==> src/rtl/sel_stepper_pkg.sv <==
// Shared helpers for select-to-value lookups: table/default mapping and
// index stepping with wrap or saturate behaviour at the range ends.
package sel_stepper_pkg;

  typedef enum logic [1:0] {
    STEP_NONE = 2'd0,
    STEP_UP   = 2'd1,
    STEP_DOWN = 2'd2,
    STEP_LOAD = 2'd3
  } step_op_e;

  // Table value for an index; the caller truncates to its output width.
  function automatic int unsigned sel_to_val(
    input int unsigned idx,
    input int unsigned n_entries,
    input int unsigned offset,
    input int unsigned default_val
  );
    if (idx < n_entries) return idx + offset;
    return default_val;
  endfunction

  // One step up (up=1) or down (up=0). Out-of-range indices re-enter at
  // the end nearest the direction of travel.
  function automatic int unsigned step_idx(
    input int unsigned idx,
    input logic        up,
    input int unsigned n_entries,
    input logic        wrap
  );
    if (up) begin
      if (idx >= n_entries)      return 0;
      if (idx == n_entries - 1)  return wrap ? 0 : idx;
      return idx + 1;
    end
    if (idx >= n_entries)        return n_entries - 1;
    if (idx == 0)                return wrap ? n_entries - 1 : 0;
    return idx - 1;
  endfunction

endpackage

==> src/rtl/sel_stepper_step_pulse_gen.sv <==
// Rising-edge pulse from a level input, with optional hold-to-repeat.
// The repeat timer is a down-counter: it is loaded on every pulse and a
// repeat pulse fires when it reaches zero while the level is still held.
module step_pulse_gen #(
  parameter int unsigned REPEAT_CYC = 0
) (
  input  logic Clk_i,
  input  logic Rst_i,
  input  logic Lvl_i,
  output logic Pulse_o
);

  logic lvl_q;
  logic rise;

  assign rise = Lvl_i & ~lvl_q;

  // Level history for edge detection.
  always_ff @(posedge Clk_i) begin
    if (Rst_i) lvl_q <= 1'b0;
    else       lvl_q <= Lvl_i;
  end

  generate
    if (REPEAT_CYC == 0) begin : g_norep
      assign Pulse_o = rise;
    end else begin : g_rep
      localparam int unsigned CNT_W = (REPEAT_CYC > 1) ? $clog2(REPEAT_CYC) : 1;

      logic [CNT_W-1:0] cnt_q;
      logic             rep;

      assign rep     = Lvl_i & lvl_q & (cnt_q == '0);
      assign Pulse_o = rise | rep;

      // Repeat timer: reload on each pulse, clear when the input drops.
      always_ff @(posedge Clk_i) begin
        if (Rst_i)              cnt_q <= '0;
        else if (!Lvl_i)        cnt_q <= '0;
        else if (rise || rep)   cnt_q <= CNT_W'(REPEAT_CYC - 1);
        else                    cnt_q <= cnt_q - 1'b1;
      end
    end
  endgenerate

endmodule

==> src/rtl/sel_stepper.sv <==
// Selection index stepper: button-driven up/down/load of an index with a
// registered table value. Y_o/Valid_o are derived from the next index so
// they never lag Sel_o.
module sel_stepper #(
  parameter int unsigned SEL_W       = 4,
  parameter int unsigned OUT_W       = 4,
  parameter int unsigned N_ENTRIES   = 10,
  parameter int unsigned OFFSET      = 1,
  parameter int unsigned DEFAULT_VAL = 5,
  parameter int unsigned RESET_SEL   = 0,
  parameter bit          WRAP        = 1'b1,
  parameter int unsigned REPEAT_CYC  = 0
) (
  input  logic             Clk_i,
  input  logic             Rst_i,
  input  logic             Up_i,
  input  logic             Down_i,
  input  logic             Load_i,
  input  logic [SEL_W-1:0] LoadSel_i,
  output logic [SEL_W-1:0] Sel_o,
  output logic [OUT_W-1:0] Y_o,
  output logic             Valid_o,
  output logic             Change_o
);

  import sel_stepper_pkg::*;

  logic             up_pulse;
  logic             down_pulse;
  step_op_e         op;
  logic [SEL_W-1:0] sel_q;
  logic [SEL_W-1:0] sel_nxt;
  logic [OUT_W-1:0] y_q;
  logic             valid_q;
  logic             chg_q;

  step_pulse_gen #(.REPEAT_CYC(REPEAT_CYC)) u_up_pulse (
    .Clk_i   (Clk_i),
    .Rst_i   (Rst_i),
    .Lvl_i   (Up_i),
    .Pulse_o (up_pulse)
  );

  step_pulse_gen #(.REPEAT_CYC(REPEAT_CYC)) u_down_pulse (
    .Clk_i   (Clk_i),
    .Rst_i   (Rst_i),
    .Lvl_i   (Down_i),
    .Pulse_o (down_pulse)
  );

  // Priority: load, then opposing steps cancel, then up, then down.
  always_comb begin
    op = STEP_NONE;
    if (Load_i)                      op = STEP_LOAD;
    else if (up_pulse && down_pulse) op = STEP_NONE;
    else if (up_pulse)               op = STEP_UP;
    else if (down_pulse)             op = STEP_DOWN;
  end

  // Next index from the selected operation.
  always_comb begin
    sel_nxt = sel_q;
    case (op)
      STEP_LOAD: sel_nxt = LoadSel_i;
      STEP_UP:   sel_nxt = SEL_W'(step_idx(32'(sel_q), 1'b1, N_ENTRIES, WRAP));
      STEP_DOWN: sel_nxt = SEL_W'(step_idx(32'(sel_q), 1'b0, N_ENTRIES, WRAP));
      default:   sel_nxt = sel_q;
    endcase
  end

  // Index, table value, validity and change-pulse registers.
  always_ff @(posedge Clk_i) begin
    if (Rst_i) begin
      sel_q   <= SEL_W'(RESET_SEL);
      y_q     <= OUT_W'(sel_to_val(RESET_SEL, N_ENTRIES, OFFSET, DEFAULT_VAL));
      valid_q <= 1'b1;
      chg_q   <= 1'b0;
    end else begin
      sel_q   <= sel_nxt;
      y_q     <= OUT_W'(sel_to_val(32'(sel_nxt), N_ENTRIES, OFFSET, DEFAULT_VAL));
      valid_q <= (32'(sel_nxt) < N_ENTRIES);
      chg_q   <= (sel_nxt != sel_q);
    end
  end

  assign Sel_o    = sel_q;
  assign Y_o      = y_q;
  assign Valid_o  = valid_q;
  assign Change_o = chg_q;

endmodule

==> config.mk <==
export PLATFORM = sky130hd
export DESIGN_NAME = sel_stepper
export DESIGN_NICKNAME = d
export VERILOG_FILES = /design/src/rtl/sel_stepper_pkg.sv /design/src/rtl/sel_stepper_step_pulse_gen.sv /design/src/rtl/sel_stepper.sv
export SDC_FILE = /design/constraint.sdc
export NUM_CORES = 1
export LEC_CHECK = 0
export CORE_UTILIZATION = 49
export DETAILED_ROUTE_END_ITERATION = 10
export HOLD_SLACK_MARGIN = 0.05
export PLACE_DENSITY = 0.77
export SLEW_MARGIN = 20
export SYNTH_ARGS = -nofsm -noshare
export SYNTH_HDL_FRONTEND = slang
export SYNTH_SLANG_ARGS = --single-unit
==> constraint.sdc <==
create_clock -name Clk_i -period 2.75 [get_ports Clk_i]
set_clock_uncertainty 0.1 [all_clocks]
set_input_delay 0.275 -clock Clk_i [delete_from_list [all_inputs] [get_ports Clk_i]]
set_output_delay 0.275 -clock Clk_i [all_outputs]
set_load 0.02 [all_outputs]
==> reports/metrics.yaml <==
detailedPlacementHpwl_um: 1669
clk_pin_slew_ns: 0.08
hold_class: "primary input to flop"
postRouteWirelength_um: 2161
total_number_of_vias: 885
final_period_minus_worst_setup_slack_ns: 2.429
end_kind: "flop"
relSlewSlack: 0.5104
ys_ff_latch: 12
num_io_pins: 19
synth_seq_area_share: 0.2828
finalHoldViolations: 0
final_instance_area_um2: 1112
die_area_um2: 1904
placedInstanceArea_um2: 1076
core.rowCount: 14
timing.critical_path.required_ns: 2.84
drc: 0
max_slew.worst_pin.slew_ns: 0.7268
async_flop_share: 0
gpl.final_weighted_congestion: 0.8888
irDropWorstVdd_uv: 378.4
final_non_filler_cell_total: 145
post_drt_via_cell_ratio: 6.103
layout.core_utilization: 0.7135
cts-root-to-sink-buffers: 2
powerDensity_nw_per_um2: 494.2
timing.final.crit_share: 0.8833
synthFlopType: "dfxtp_1"
worst_slack_ns: 0.3209
worst_ep_arrival_time_ns: 2.52
total_leakage_power_nw: 0.4412
detail-route-antenna-nets: 0
initialDrtViolationCount: 36
cts_num_sinks: 12
setup-violations-final: 0
post_synth_instance_area_um2: 849.6
synthesis.yosys.warnings: 0
fraction_of_layout_cells_with_a_size_suffix_above_1: 0.1550
floorplan.die.height_um: 43.64
cts_made_buffers: 3
netlist.top_cell.by_area: "dfxtp_1"
grt_antenna_before_repair: 0
grt_util_all_layers: 0.2537
detail_route.first_pass.iterations: 4
starting_density: 0.5449
antenna_cells_inserted: 0
synth.area.top_cells: "dfxtp_1 28%, nor2_1 5.3%, nand2_1 4.9%, and2_1 3.7%, xnor2_1 3.1%"
average_detailed_routed_wire_length_per_instance_um: 14.90
synth.top_cell.area_share: 0.2828
whs_ns: 0.5048
syn_inst: 104
pre_cts_ws_ns: 0.09460
critical_path_peak_fanout: 4
hold_buf_count_cts: 0
design.final.nets: 140
result_of_the_run: "finished, final reports clean"
grt.overflow.total: 0
grt_pass1_vias: 804
cts-root-buf: "clkbuf_4"
cts_tree: "yes"
cts_htree_levels: 1
finalMaxSlewViolations: 0
dp_cells: 141
layout-area-overhead-vs-synth_pct: 30.93
ys_types: 44
clock.fmax_mhz: 411.7
timing.max_cap.violations: 0
grt_start_max_net_pins: 16
worst_setup_path_start_kind: "flop"
clk_latency_ns: 0.28
synth-edff-count: 0
num-fill-cells: 132
place.port_buffers: 18
die_width_um: 43.64
unrepaired_setup_endpoints_after_global_routing: "false"
floorplan.core_area_um2: 1559
synth_top_cells_by_count: "12 x dfxtp_1, 12 x nor2_1, 11 x nand2_1, 5 x a21oi_1, 5 x and2_1"
grt_first_pass_wirelength_um: 3519
post_cts.resized_instances: 0
critPathKind: "flop to flop"
final.setup.tns_ns: 0
cts.repair_timing.setup_buffer_count: 0
final_total_power_mw: 0.5497
synth_nets: 114
post_synth.cell_area_avg_um2: 8.169
logic make-up after synthesis:
logic type      Yosys count  share of synthesized area
compound gates           28                     0.2474
xor+xnor                  4                    0.04124
fa+ha+maj                 1                    0.01473
buf+inv                   8                    0.05302
flops                    12                     0.2828
mux                       2                    0.03976
simple gates             49                     0.3210
power breakdown:
part           total [mW]  internal, mW  leakage [nW]  switching (mW)
Sequential          0.198         0.191        0.0996         0.00701
Clock               0.144        0.0807        0.0210          0.0632
Combinational       0.208        0.0977         0.321           0.110
Total               0.550         0.369         0.441           0.180
cell usage in the layout, fill, tap and decap left out, drive strengths merged, types with 3 or more instances in the layout:
master	Yosys	routed
nor3	4	4
o21ai	5	5
inv	3	3
nor2	12	12
xnor2	3	3
dfxtp	12	12
a21oi	5	5
nor2b	4	4
nand2	11	11
nand2b	3	3
clkdlybuf4s50	0	18
and2	5	5
clkbuf	3	4
buf	2	8
worst max-delay path, cell delays in order, from the launching register on:
cell and delay (ns):
dfxtp_1 0.34, or4_4 0.57, nand4_2 0.14, o21ai_2 0.06, mux4_2 0.50, nand2b_4 0.18
ha_1 0.19, a221oi_1 0.26
final timing paths:
check | startpoint | end | slack [ns] | cells after the start
setup / recovery | Sel_o[3] | Y_o[2] | 0.32 | 7
hold reg to reg | Sel_o[3] | Change_o | 0.72 | 3
hold / removal | Up_i | u_up_pulse.lvl_q | 0.50 | 2
setup reg to reg | Sel_o[3] | Y_o[2] | 0.32 | 7
state kept, by name, indices dropped and copies added, names as in the netlist:
signal,flops
Sel_o,4
Valid_o,1
u_up_pulse.lvl_q,1
Y_o,4
u_down_pulse.lvl_q,1
Change_o,1
per-layer routing:
| layer | GRT usage | vias to the layer above | part of all wire |
|---|---|---|---|
| li1 | - | 436 | - |
| met1 | 0.3091 | 393 | 0.44 |
| met2 | 0.4209 | 42 | 0.45 |
| met3 | 0.05417 | 14 | 0.066 |
| met4 | 0.1250 | 0 | 0.037 |
| met5 | 0 | - | 0 |
cell type report:
cell class	count	area (um2)	share of cell area
clock buffers	4	36.28	0.03262
flip-flops and latches	12	240.2	0.2160
inverters	3	11.26	0.01012
repair buffers	26	240.2	0.2160
multi-input cells	84	564.3	0.5073
well taps	16	20.02	0.01800
No activity file was read; power rests on OpenSTA's default activity.
